`src/rtl/serdes_pkg.sv`:
```
// ============================================================================
// Module      : serdes_pkg
// Description : Shared types and constants for the serial link controller.
//               The PARITY state exists only when SERDES_PARITY_EN is defined.
// Revision    : 1.0 - initial release
// ============================================================================
`default_nettype none

package serdes_pkg;

    localparam int   FRAME_DATA_BITS = 8;
    localparam logic START_LEVEL     = 1'b0;
    localparam logic IDLE_LEVEL      = 1'b1;

    typedef enum logic [2:0] {
        ST_IDLE   = 3'd0,
        ST_START  = 3'd1,
        ST_DATA   = 3'd2,
`ifdef SERDES_PARITY_EN
        ST_PARITY = 3'd3,
`endif
        ST_STOP   = 3'd4,
        ST_GAP    = 3'd5
    } state_t;

endpackage

`default_nettype wire

```
`src/rtl/serdes_rr_arb2.sv`:
```
// ============================================================================
// Module      : serdes_rr_arb2
// Description : Two-way round-robin selector with a last-grant pointer that
//               moves only when a request is actually accepted.
// Revision    : 1.0 - initial release
// ============================================================================
`default_nettype none

module serdes_rr_arb2 (
    input  logic       clk,
    input  logic       rst_n,
    input  logic [1:0] req_i,
    input  logic       accept_i,
    output logic       sel_o,
    output logic       any_o
);

    logic r_last_q;
    logic w_last_d;

    // On a tie the requester not granted last wins.
    always_comb begin
        any_o = |req_i;
        if (&req_i) begin
            sel_o = ~r_last_q;
        end else begin
            sel_o = ~req_i[0];
        end
        w_last_d = accept_i ? sel_o : r_last_q;
    end

    always_ff @(posedge clk) begin
        if (!rst_n) begin
            r_last_q <= 1'b1;
        end else begin
            r_last_q <= w_last_d;
        end
    end

endmodule

`default_nettype wire

```
`src/rtl/serdes_link_ctrl.sv`:
```
// ============================================================================
// Module      : serdes_link_ctrl
// Description : Arbitrates two byte requesters onto a UART-style serial line
//               (start, 8 data LSB first, optional even parity, stop, gap).
//               Build macro SERDES_PARITY_EN enables the parity bit.
// Revision    : 1.0 - initial release
// ============================================================================
`default_nettype none

module serdes_link_ctrl
    import serdes_pkg::*;
#(
    parameter int IDLE_GAP = 1
) (
    input  logic       clk,
    input  logic       rst_n,
    input  logic       ena,
    input  logic       req0_valid,
    input  logic       req1_valid,
    input  logic [7:0] req0_data,
    input  logic [7:0] req1_data,
    output logic       req0_ready,
    output logic       req1_ready,
    output logic       tx_bit,
    output logic       tx_busy,
    output logic       grant_id,
    output logic       frame_done
);

    localparam logic [2:0] c_BIT_LAST = 3'(FRAME_DATA_BITS - 1);
    localparam logic [3:0] c_GAP_LAST = (IDLE_GAP == 0) ? 4'd0 : 4'(IDLE_GAP - 1);

    state_t     r_state_q, w_state_d;
    logic [7:0] r_data_q,  w_data_d;
    logic       r_grant_q, w_grant_d;
    logic [2:0] r_bitcnt_q, w_bitcnt_d;
    logic [3:0] r_gapcnt_q, w_gapcnt_d;

    logic w_sel;
    logic w_any;
    logic w_offer;
    logic w_accept;

    serdes_rr_arb2 u_arb (
        .clk      (clk),
        .rst_n    (rst_n),
        .req_i    ({req1_valid, req0_valid}),
        .accept_i (w_accept),
        .sel_o    (w_sel),
        .any_o    (w_any)
    );

    // Ready is also gated by rst_n so nothing is accepted while reset is held.
    assign w_offer    = (r_state_q == ST_IDLE) & ena & rst_n & w_any;
    assign req0_ready = w_offer & ~w_sel;
    assign req1_ready = w_offer &  w_sel;
    assign w_accept   = req0_ready | req1_ready;

    assign tx_busy    = (r_state_q != ST_IDLE);
    assign frame_done = (r_state_q == ST_STOP);
    assign grant_id   = r_grant_q;

    always_comb begin
        w_state_d  = r_state_q;
        w_data_d   = r_data_q;
        w_grant_d  = r_grant_q;
        w_bitcnt_d = r_bitcnt_q;
        w_gapcnt_d = r_gapcnt_q;
        tx_bit     = IDLE_LEVEL;
        case (r_state_q)
            ST_IDLE: begin
                if (w_accept) begin
                    w_data_d  = w_sel ? req1_data : req0_data;
                    w_grant_d = w_sel;
                    w_state_d = ST_START;
                end
            end
            ST_START: begin
                tx_bit     = START_LEVEL;
                w_bitcnt_d = 3'd0;
                w_state_d  = ST_DATA;
            end
            ST_DATA: begin
                tx_bit     = r_data_q[r_bitcnt_q];
                w_bitcnt_d = r_bitcnt_q + 3'd1;
                if (r_bitcnt_q == c_BIT_LAST) begin
`ifdef SERDES_PARITY_EN
                    w_state_d = ST_PARITY;
`else
                    w_state_d = ST_STOP;
`endif
                end
            end
`ifdef SERDES_PARITY_EN
            ST_PARITY: begin
                tx_bit    = ^r_data_q;
                w_state_d = ST_STOP;
            end
`endif
            ST_STOP: begin
                w_gapcnt_d = 4'd0;
                w_state_d  = (IDLE_GAP == 0) ? ST_IDLE : ST_GAP;
            end
            ST_GAP: begin
                w_gapcnt_d = r_gapcnt_q + 4'd1;
                if (r_gapcnt_q == c_GAP_LAST) begin
                    w_state_d = ST_IDLE;
                end
            end
            default: begin
                w_state_d = ST_IDLE;
            end
        endcase
    end

    always_ff @(posedge clk) begin
        if (!rst_n) begin
            r_state_q  <= ST_IDLE;
            r_data_q   <= 8'h00;
            r_grant_q  <= 1'b0;
            r_bitcnt_q <= 3'd0;
            r_gapcnt_q <= 4'd0;
        end else begin
            r_state_q  <= w_state_d;
            r_data_q   <= w_data_d;
            r_grant_q  <= w_grant_d;
            r_bitcnt_q <= w_bitcnt_d;
            r_gapcnt_q <= w_gapcnt_d;
        end
    end

endmodule

`default_nettype wire

```
`config.mk`:
```
export PLATFORM = sky130hd
export DESIGN_NAME = serdes_link_ctrl
export DESIGN_NICKNAME = d
export VERILOG_FILES = /design/src/rtl/serdes_pkg.sv /design/src/rtl/serdes_rr_arb2.sv /design/src/rtl/serdes_link_ctrl.sv
export SDC_FILE = /design/constraint.sdc
export NUM_CORES = 1
export LEC_CHECK = 0
export ABC_AREA = 0
export CAP_MARGIN = 10
export CORE_MARGIN = 3
export CORE_UTILIZATION = 40
export CTS_CLUSTER_SIZE = 12
export DETAILED_ROUTE_END_ITERATION = 7
export GPL_ROUTABILITY_DRIVEN = 1
export GPL_TIMING_DRIVEN = 1
export PLACE_DENSITY = 0.72
export SLEW_MARGIN = 20
export SYNTH_ARGS = -nofsm -noshare
export SYNTH_HDL_FRONTEND = slang
export SYNTH_SLANG_ARGS = --single-unit
export TNS_END_PERCENT = 5
```
`constraint.sdc`:
```
create_clock -name clk -period 3.9 [get_ports clk]
set_input_delay 0.78 -clock clk [delete_from_list [all_inputs] [get_ports clk]]
set_output_delay 0.78 -clock clk [all_outputs]
set_load 0.01 [all_outputs]
```
Word level (Yosys, flattened, before mapping)
Index checks and enable logic that the tools add are counted.
{ "word_totals": {"register_bits": 20, "romBits": 0, "word_cells": 46, "mem_count": 0, "latch_bits": 0, "ramBits": 0} }
{ "classes": {"muxes": 11, "multipliers": 0, "n_addsub": 2, "n_lt_le_gt_ge": 1, "reduce_logical": 9, "n_eq_ne": 8, "div_mod_pow": 0, "bitwise": 9, "shift": 0} }
{ "ops": {"columns": ["op", "count"], "rows": [
  ["3-bit case mux with 5 select lines", 1],
  ["3-bit == test, second input constant", 3],
  ["3-bit 2-to-1 mux", 3],
  ["8-bit 2-to-1 mux", 1],
  ["4-bit case mux with 2 select lines", 1],
  ["3-bit case mux with 2 select lines", 1],
  ["1-bit bitwise AND", 5],
  ["4-bit by 1-bit adder with 4-bit output, second input constant", 1],
  ["4-bit zero test", 1],
  ["3-bit by 4-bit less-than comparator with 1-bit output, second input constant", 1],
  ["2-bit != test, second input constant", 2],
  ["2-bit AND reduction", 2],
  ["2-bit nonzero test", 2],
  ["3-bit by 1-bit adder with 3-bit output, second input constant", 1],
  ["1-bit binary-select mux with 3-bit select", 1],
  ["3-bit by 1-bit == test with 1-bit output, second input constant", 1],
  ["3-bit by 2-bit == test with 1-bit output, second input constant", 1],
  ["3-bit zero test", 1],
  ["1-bit inverter", 3],
  ["3-bit AND reduction", 1],
  ["3-bit nonzero test", 1],
  ["1-bit 2-to-1 mux", 2],
  ["2-bit by 1-bit != test with 1-bit output, second input constant", 1],
  ["1-bit case mux with 2 select lines", 1],
  ["2 further kinds", 2]
]} }

Depth between registers and ports, before layout
{ "logic_depth": {"ltp_word": 8, "mapped_depth": 6, "ltp_nobuf": 6} }

Modules after synthesis
Synthesis repeated with hierarchy kept, for this count alone.
{ "unflattened": {"cells_unflattened": 118, "area_unflattened_um2": 1094.8} }
{ "by_module_without_submodules": {"columns": ["module", "instances", "cells_per_inst", "seq_area_each_um2", "area_per_inst_um2"], "rows": [
  ["serdes_link_ctrl", 1, 112, 380.4, 1034.7],
  ["serdes_rr_arb2", 1, 6, 20.0, 60.1]
]} }

Worst setup path before layout
Ideal clock, no wire load.
{ "synth_path": {"path_type": "in2out", "start": "in req1_valid", "end": "out req1_ready", "stages": 4, "required_time_ns": 3.120, "path_slack_ns": 1.626, "arrival_ns": 1.494, "path_cell_list": "o211ai_2 > nor2_8 > buf_6 > and2_1"} }
{ "synth_via": {"elab_chain_len": 3, "elab_cells_between_ends": 5, "cone_classes": "mux: 1; bitwise: 2; reduce/logical: 2"} }
{ "synth_rtl": {"columns": ["element", "line_no", "text"], "rows": [
  ["from (decl)", "serdes_link_ctrl.sv:19", "input logic req1_valid,"],
  ["2-bit OR reduction / 2-bit AND reduction (equally long branches)", "serdes_rr_arb2.sv:23, serdes_rr_arb2.sv:24", null],
  ["1-bit bitwise AND / 1-bit 2-to-1 mux (equally long branches)", "serdes_link_ctrl.sv:54, serdes_rr_arb2.sv:24", null],
  ["1-bit bitwise AND *", "serdes_link_ctrl.sv:56", "assign req1_ready = w_offer & w_sel;"],
  ["to (decl)", "serdes_link_ctrl.sv:23", "output logic req1_ready,"]
]} }
Every way passes the cells marked *; elsewhere a longest branch is shown, timed or not.

Final worst setup path
{ "layout_path": {"start": "in rst_n", "end": "out req1_ready"} }
{ "layout_via": {"elab_chain_len": 3} }
{ "layout_rtl": {"columns": ["element", "line_no", "text"], "rows": [
  ["from (decl)", "serdes_link_ctrl.sv:16", "input logic rst_n,"],
  ["1-bit bitwise AND (2 in series)", "serdes_link_ctrl.sv:54", "assign w_offer = (r_state_q == ST_IDLE) & ena & rst_n & w_any;"],
  ["1-bit bitwise AND", "serdes_link_ctrl.sv:56", null]
]} }
No other way between the ends.

==> results.py <==
metrics = {
    "run_status": {
        "status": "completed",
    },
    "power": {
        "p_seq_frac": 0.527,
        "switchingPower_mw": 0.106,
        "p_comb_frac": 0.189,
        "peakVddDrop_uv": 211,
        "intPower_mw": 0.317,
        "powerDensity_mw_per_mm2": 302,
        "leakagePower_nw": 0.517,
        "switching_share": 0.250,
        "clockPowerShare": 0.284,
    },
    "route": {
        "avgViaCountPerCell": 5.25,
        "dr.pass1.iters": 4,
        "drt_wl_total_um": 2070,
        "drc": 0,
        "drt-initial-drc-count": 14,
        "ant_nets": 0,
        "vias": 914,
        "wl_per_cell_um": 11.9,
    },
    "floorplan": {
        "die-area_mm2": 0.00342,
        "die_x_um": 58.5,
        "die_y_um": 58.5,
        "io_pins": 27,
        "row_count": 18,
        "initial_utilization": 0.433,
        "fp.coreArea_mm2": 0.00254,
    },
    "sta": {
        "finalHoldViolations": 0,
        "min_period_over_period": 0.834,
        "finalClockSkew_ns": 0.00385,
        "max_freq_mhz": 307,
        "drv_slew": 0,
        "post-route-min-period_ns": 3.25,
        "tns_ns": 0,
        "setup_viol": 0,
        "tightest_slew_ns": 0.524,
        "maxSlewHeadroom": 0.648,
        "rsz0062_at_grt": "no",
    },
    "critical_path": {
        "cp.arrival_ns": 2.47,
        "crit_type": "in -> out",
        "cp-end-kind": "primary output",
        "rr_startpoint": "r_state_q[1]$_SDFFE_PN0P_",
        "crit_start": "rst_n",
        "critPathMaxFanout": 19,
        "worstPathRequired_ns": 3.12,
        "rrSetupSlack_ns": 2.30,
        "start_kind": "primary input",
    },
    "yosys": {
        "syn-num-nets": 145,
        "yosysUniqueCellTypes": 37,
        "synth_edf_count": 0,
        "synth_mux_area_frac": 0.149,
        "ys_warn_count": 0,
        "ys_ff_latch": 20,
        "yosysSeqAreaShare": 0.363,
        "avgSynthCellArea_um2": 9.19,
        "synthArstFlopShare": 0,
        "synth_area_mm2": 0.00110,
        "synth_xor_area_frac": 0.00795,
        "synth_ff_type": "dfxtp_1",
        "synth_top_family_by_area": "simple AND/OR/NAND/NOR gates",
        "synth_adder_area_share": 0.0454,
        "synth_compound_area_frac": 0.177,
        "syn_inst": 120,
        "synth-simple-area-share": 0.201,
    },
    "min_path": {
        "hold_class": "reg -> reg",
        "hold_start": "r_gapcnt_q[1]$_SDFFE_PN0P_",
    },
    "run": {
        "maxCapViolations": 0,
    },
    "clocking": {
        "cts_tree": "yes",
        "clockBufferDepth": 2,
        "cts_resized": 0,
        "cts_buffers": 3,
        "cts_hold_buf": 0,
        "root_buffer": "clkbuf_4",
        "cts_setup_buffers": 0,
        "htreeDepth": 1,
        "clkSinkCount": 20,
        "clk_latency_ns": 0.30,
        "clkSlewWorstSetupHoldPaths_ns": 0.11,
    },
    "layout": {
        "utilization": 0.550,
        "final_cell_mix": "26 x clkdlybuf4s50_1, 20 x nor2_1, 20 x dfxtp_1, 13 x mux2i_1, 7 x a211oi_1",
        "layout-drive-gt1-share": 0.0972,
        "area_delta_synth_final_pct": 27.0,
        "final_common_cell": "clkdlybuf4s50_1",
        "stdcell_count": 174,
        "nets": 170,
        "antenna_cells": 0,
    },
    "placed_design": {
        "dp.cells": 170,
        "place_congestion": 0.773,
        "io_buffers": 26,
        "dp_hpwl_um": 1620,
    },
    "global_routing": {
        "grt_pass1_vias": 919,
        "grt_pass1_wl_um": 3620,
        "gr-total-overflow": 0,
        "antenna_found_initial": 0,
        "grt_max_degree": 20,
        "grtUsageTotal": 0.136,
    },
}
-- logic make-up (layout without fill, tap and decap cells) --
logic type	Yosys count	after routing
simple gates	41	41
compound gates	27	27
flops	20	20
mux	15	15
buf+inv	12	36
fa+ha+maj	4	4
xor+xnor	1	1
-- power groups by stage --
stage	Combinational [mW]	Clock [mW]	Sequential, mW
global route	0.0874	0.129	0.225
floorplan	0.0510	0	0.223
global placement	0.0790	0	0.228
CTS	0.0809	0.122	0.223
finish	0.0798	0.120	0.223
detailed placement	0.0805	0	0.228
-- registers in the layout, indices dropped and copies added, names as in the netlist --
signal	cells
r_state_q	3
u_arb.r_last_q	1
grant_id	1
r_gapcnt_q	4
r_data_q	8
r_bitcnt_q	3
-- critical path: stages --
cell	delay, ns
clkdlybuf4s50_1	0.52
o211ai_2	0.19
nor2_8	0.27
and2_1	0.17
clkdlybuf4s50_1	0.53
-- synthesized netlist by cell type, drive strengths merged (2+ instances only) --
master	count	area, um^2
a21oi	5	25.0
a22o	2	17.5
a22oi	3	22.5
a211oi	8	65.1
nand2	3	11.3
nand3	3	15.0
inv	4	15.0
clkbuf	3	11.3
buf	4	32.5
dfxtp	20	400
nor2	22	101
o211ai	2	20.0
mux2i	13	130
ha	4	50.1
o21ai	3	15.0
nor3	5	35.0
nor3b	2	15.0
-- stage by stage --
step	worst slack [ns]	hold slack, ns	area (um^2)	total power, mW
final	0.648	0.504	1400	0.423
after global routing	0.547	0.533	1400	0.442
after CTS	0.641	0.511	1400	0.426
after detailed placement	0.653	0.493	1360	0.308
after global placement	0.656	0.480	1360	0.307
after floorplan	1.63	0.462	1100	0.274
-- layout make-up --
| cell class | count | area, um^2 |
|---|---|---|
| Tap cell | 30 | 37.5 |
| Timing Repair Buffer | 27 | 268 |
| Multi-Input combinational cell | 88 | 639 |
| Inverter | 5 | 18.8 |
| Clock buffer | 4 | 36.3 |
| Sequential cell | 20 | 400 |
| Fill cell | 239 | 1140 |
-- final timing paths --
| kind | cells after the start | to |
|---|---|---|
| setup reg to reg | 4 | r_data_q[4]$_SDFFE_PN0P_ |
| hold / removal | 2 | r_gapcnt_q[1]$_SDFFE_PN0P_ |
| setup / recovery | 5 | req1_ready |
| hold reg to reg | 2 | r_gapcnt_q[1]$_SDFFE_PN0P_ |
-- layer usage --
layer,global-route usage,vias to the layer above,routed length (um)
met2,0.238,22,1000
met1,0.154,411,941
li1,-,479,-
met5,0,-,0
met3,0.0285,2,106
met4,0.0728,0,15
No activity file was read; power rests on OpenSTA's default activity.
==> RTL change: new RTL, same settings <==
`r_data_q` no longer has a reset.
--- a/src/rtl/serdes_link_ctrl.sv
+++ b/src/rtl/serdes_link_ctrl.sv
@@ -117,5 +117,4 @@
         if (!rst_n) begin
             r_state_q  <= ST_IDLE;
-            r_data_q   <= 8'h00;
             r_grant_q  <= 1'b0;
             r_bitcnt_q <= 3'd0;
@@ -123,5 +122,4 @@
         end else begin
             r_state_q  <= w_state_d;
-            r_data_q   <= w_data_d;
             r_grant_q  <= w_grant_d;
             r_bitcnt_q <= w_bitcnt_d;
@@ -130,4 +128,8 @@
     end
 
+    always_ff @(posedge clk) begin
+        r_data_q <= w_data_d;
+    end
+
 endmodule
 
Check against the original RTL: same outputs for any inputs over 10 cycles, from zero or initial values and one cycle with rst_n low; that may be too few to reach the edited logic, so the function may still have changed.
==> RTL change against the unedited design <==
Area after synthesis shrank 5.1%; critical path depth unchanged; power increased by 9.2%; final cell count down 11%; final area fell by 0.80%; hold slack gained 0.0020 ns; via count down 13%; maximum frequency about the same; clock skew decreased by 0.0024 ns; sequential cell count did not move; largest power group unchanged; worst setup slack gained 0.0024 ns; wire length decreased by 6.6%.
==> RTL change: results (changes against the unedited design) <==
Synthesis Warnings -> 0 (unchanged)
fill count -> 219 (was 239)
number of global-route vias before repair -> 775 (was 919)
antenna-violating nets left -> 0 (unchanged)
Top FF cell, synth -> dfxtp_1 (unchanged)
Tot GR Track Use -> 12.8% (was 13.6%)
asr flop ratio synth -> 0% (unchanged)
DRT iter0 DRCs -> 7 (was 14)
Critical Path Fanout Max -> 10 (was 19)
GPL Wtd Cong -> 0.755 (was 0.773)
syn_nets -> 123 (was 145)
Core Footprint -> 2340 um2 (was 2540 um2)
Clock Skews -> 0.00143 ns (was 0.00385 ns)
number of diodes -> 0 (unchanged)
Pleak -> 0.000504 uW (was 0.000517 uW)
register area share after synthesis -> 45.9% (was 36.3%)
minimum clock period after layout -> 3.25 ns (about the same)
Synth Area in XOR/XNOR -> 0% (was 0.795%)
hold crit path type -> reg2reg (unchanged)
Post-synth top cells -> dfxtp_1, edfxtp_1, mux2_2 (was dfxtp_1, nor2_1, mux2i_1)
status -> finished clean (unchanged)
largest net degree at the start of global routing -> 13 (was 20)
Routed WL -> 1930 um (was 2070 um)
Distinct cells, synth -> 34 (was 37)
Via density -> 5.15 (was 5.25)
Rel. slew slack -> 60.8% (was 64.8%)
post-synthesis compound-gate area fraction -> 13.3% (was 17.7%)
EDFF count, synth -> 8 (was 0)
post-synthesis mux area share -> 11.7% (was 14.9%)
Max VDD drop -> 0.256 mV (was 0.211 mV)
cell chosen for the clock root -> clkbuf_4 (unchanged)
first-pass GRT wire length -> 3260 um (was 3620 um)
Reg2Reg Setup Slack -> 2.45 ns (was 2.30 ns)
Synth area leaders -> dfxtp_1, edfxtp_1, mux2_2 (was dfxtp_1, mux2i_1, nor2_1)
nets@finish -> 153 (was 170)
initial antenna violation count -> 0 (unchanged)
Min Hold Slack -> 0.506 ns (was 0.504 ns)
Largest regs -> r_data_q: 8 flops, r_gapcnt_q: 4 flops (unchanged)
fraction of layout cells with a size suffix above 1 -> 16.5% (was 9.72%)
CTS Buf Count -> 3 (unchanged)
crit path DAT -> 2.47 ns (about the same)
HPWL reported at the end of detailed placement -> 1490 um (was 1620 um)
clock-pin slew of the registers on the worst-case setup and hold paths -> 0.11 ns (about the same)
Adder-Cell Fraction of Synth Area -> 4.78% (was 4.54%)
pre-CTS WS -> 0.626 ns (was 0.653 ns)
[RTL change: worst max-delay path, stage by stage]
cell and delay, ns:
clkdlybuf4s50_1 0.47, inv_1 0.05, o21ai_2 0.43, and2_1 0.20
clkdlybuf4s50_1 0.53
[RTL change: per-layer routing]
| layer | vias up | wire length [um] | GRT usage, % |
|---|---|---|---|
| li1 | 410 | - | - |
| met1 | 367 | 883 | 15.2 |
| met2 | 19 | 937 | 20.7 |
| met3 | 2 | 85 | 4.07 |
| met4 | 0 | 25 | 6.62 |
| met5 | - | 0 | 0 |
[RTL change: cell type report]
class                           instances  share of cell area, %
Multi-Input combinational cell         70                   37.9
Tap cell                               28                   2.52
Inverter                                5                   1.35
Clock buffer                            3                   1.62
Clock inverter                          1                   2.16
Timing Repair Buffer                   28                   19.8
Sequential cell                        20                   34.6
[RTL change: path summary, 6_finish.rpt]
check,from,to,depth (start not counted)
min reg2reg,r_gapcnt_q[1]$_SDFFE_PN0P_,r_gapcnt_q[1]$_SDFFE_PN0P_,2
min,r_gapcnt_q[1]$_SDFFE_PN0P_,r_gapcnt_q[1]$_SDFFE_PN0P_,2
max,req1_valid,req1_ready,5
max reg2reg,r_state_q[2]$_SDFFE_PN0P_,r_data_q[5]$_DFFE_PP_,3
[RTL change: metrics by stage]
| stage | std cells | area, um2 |
|---|---|---|
| 6_report | 155 | 1390 |
| 5_1_grt | 155 | 1390 |
| 4_1_cts | 155 | 1390 |
| 3_5_place_dp | 151 | 1340 |
| 3_3_place_gp | 151 | 1340 |
| 2_1_floorplan | 98 | 1050 |
[RTL change: report_power, final]
| part | switching [uW] | internal, uW |
|---|---|---|
| logic | 22.8 | 41.0 |
| registers | 4.51 | 225 |
| clock network | 64.5 | 104 |
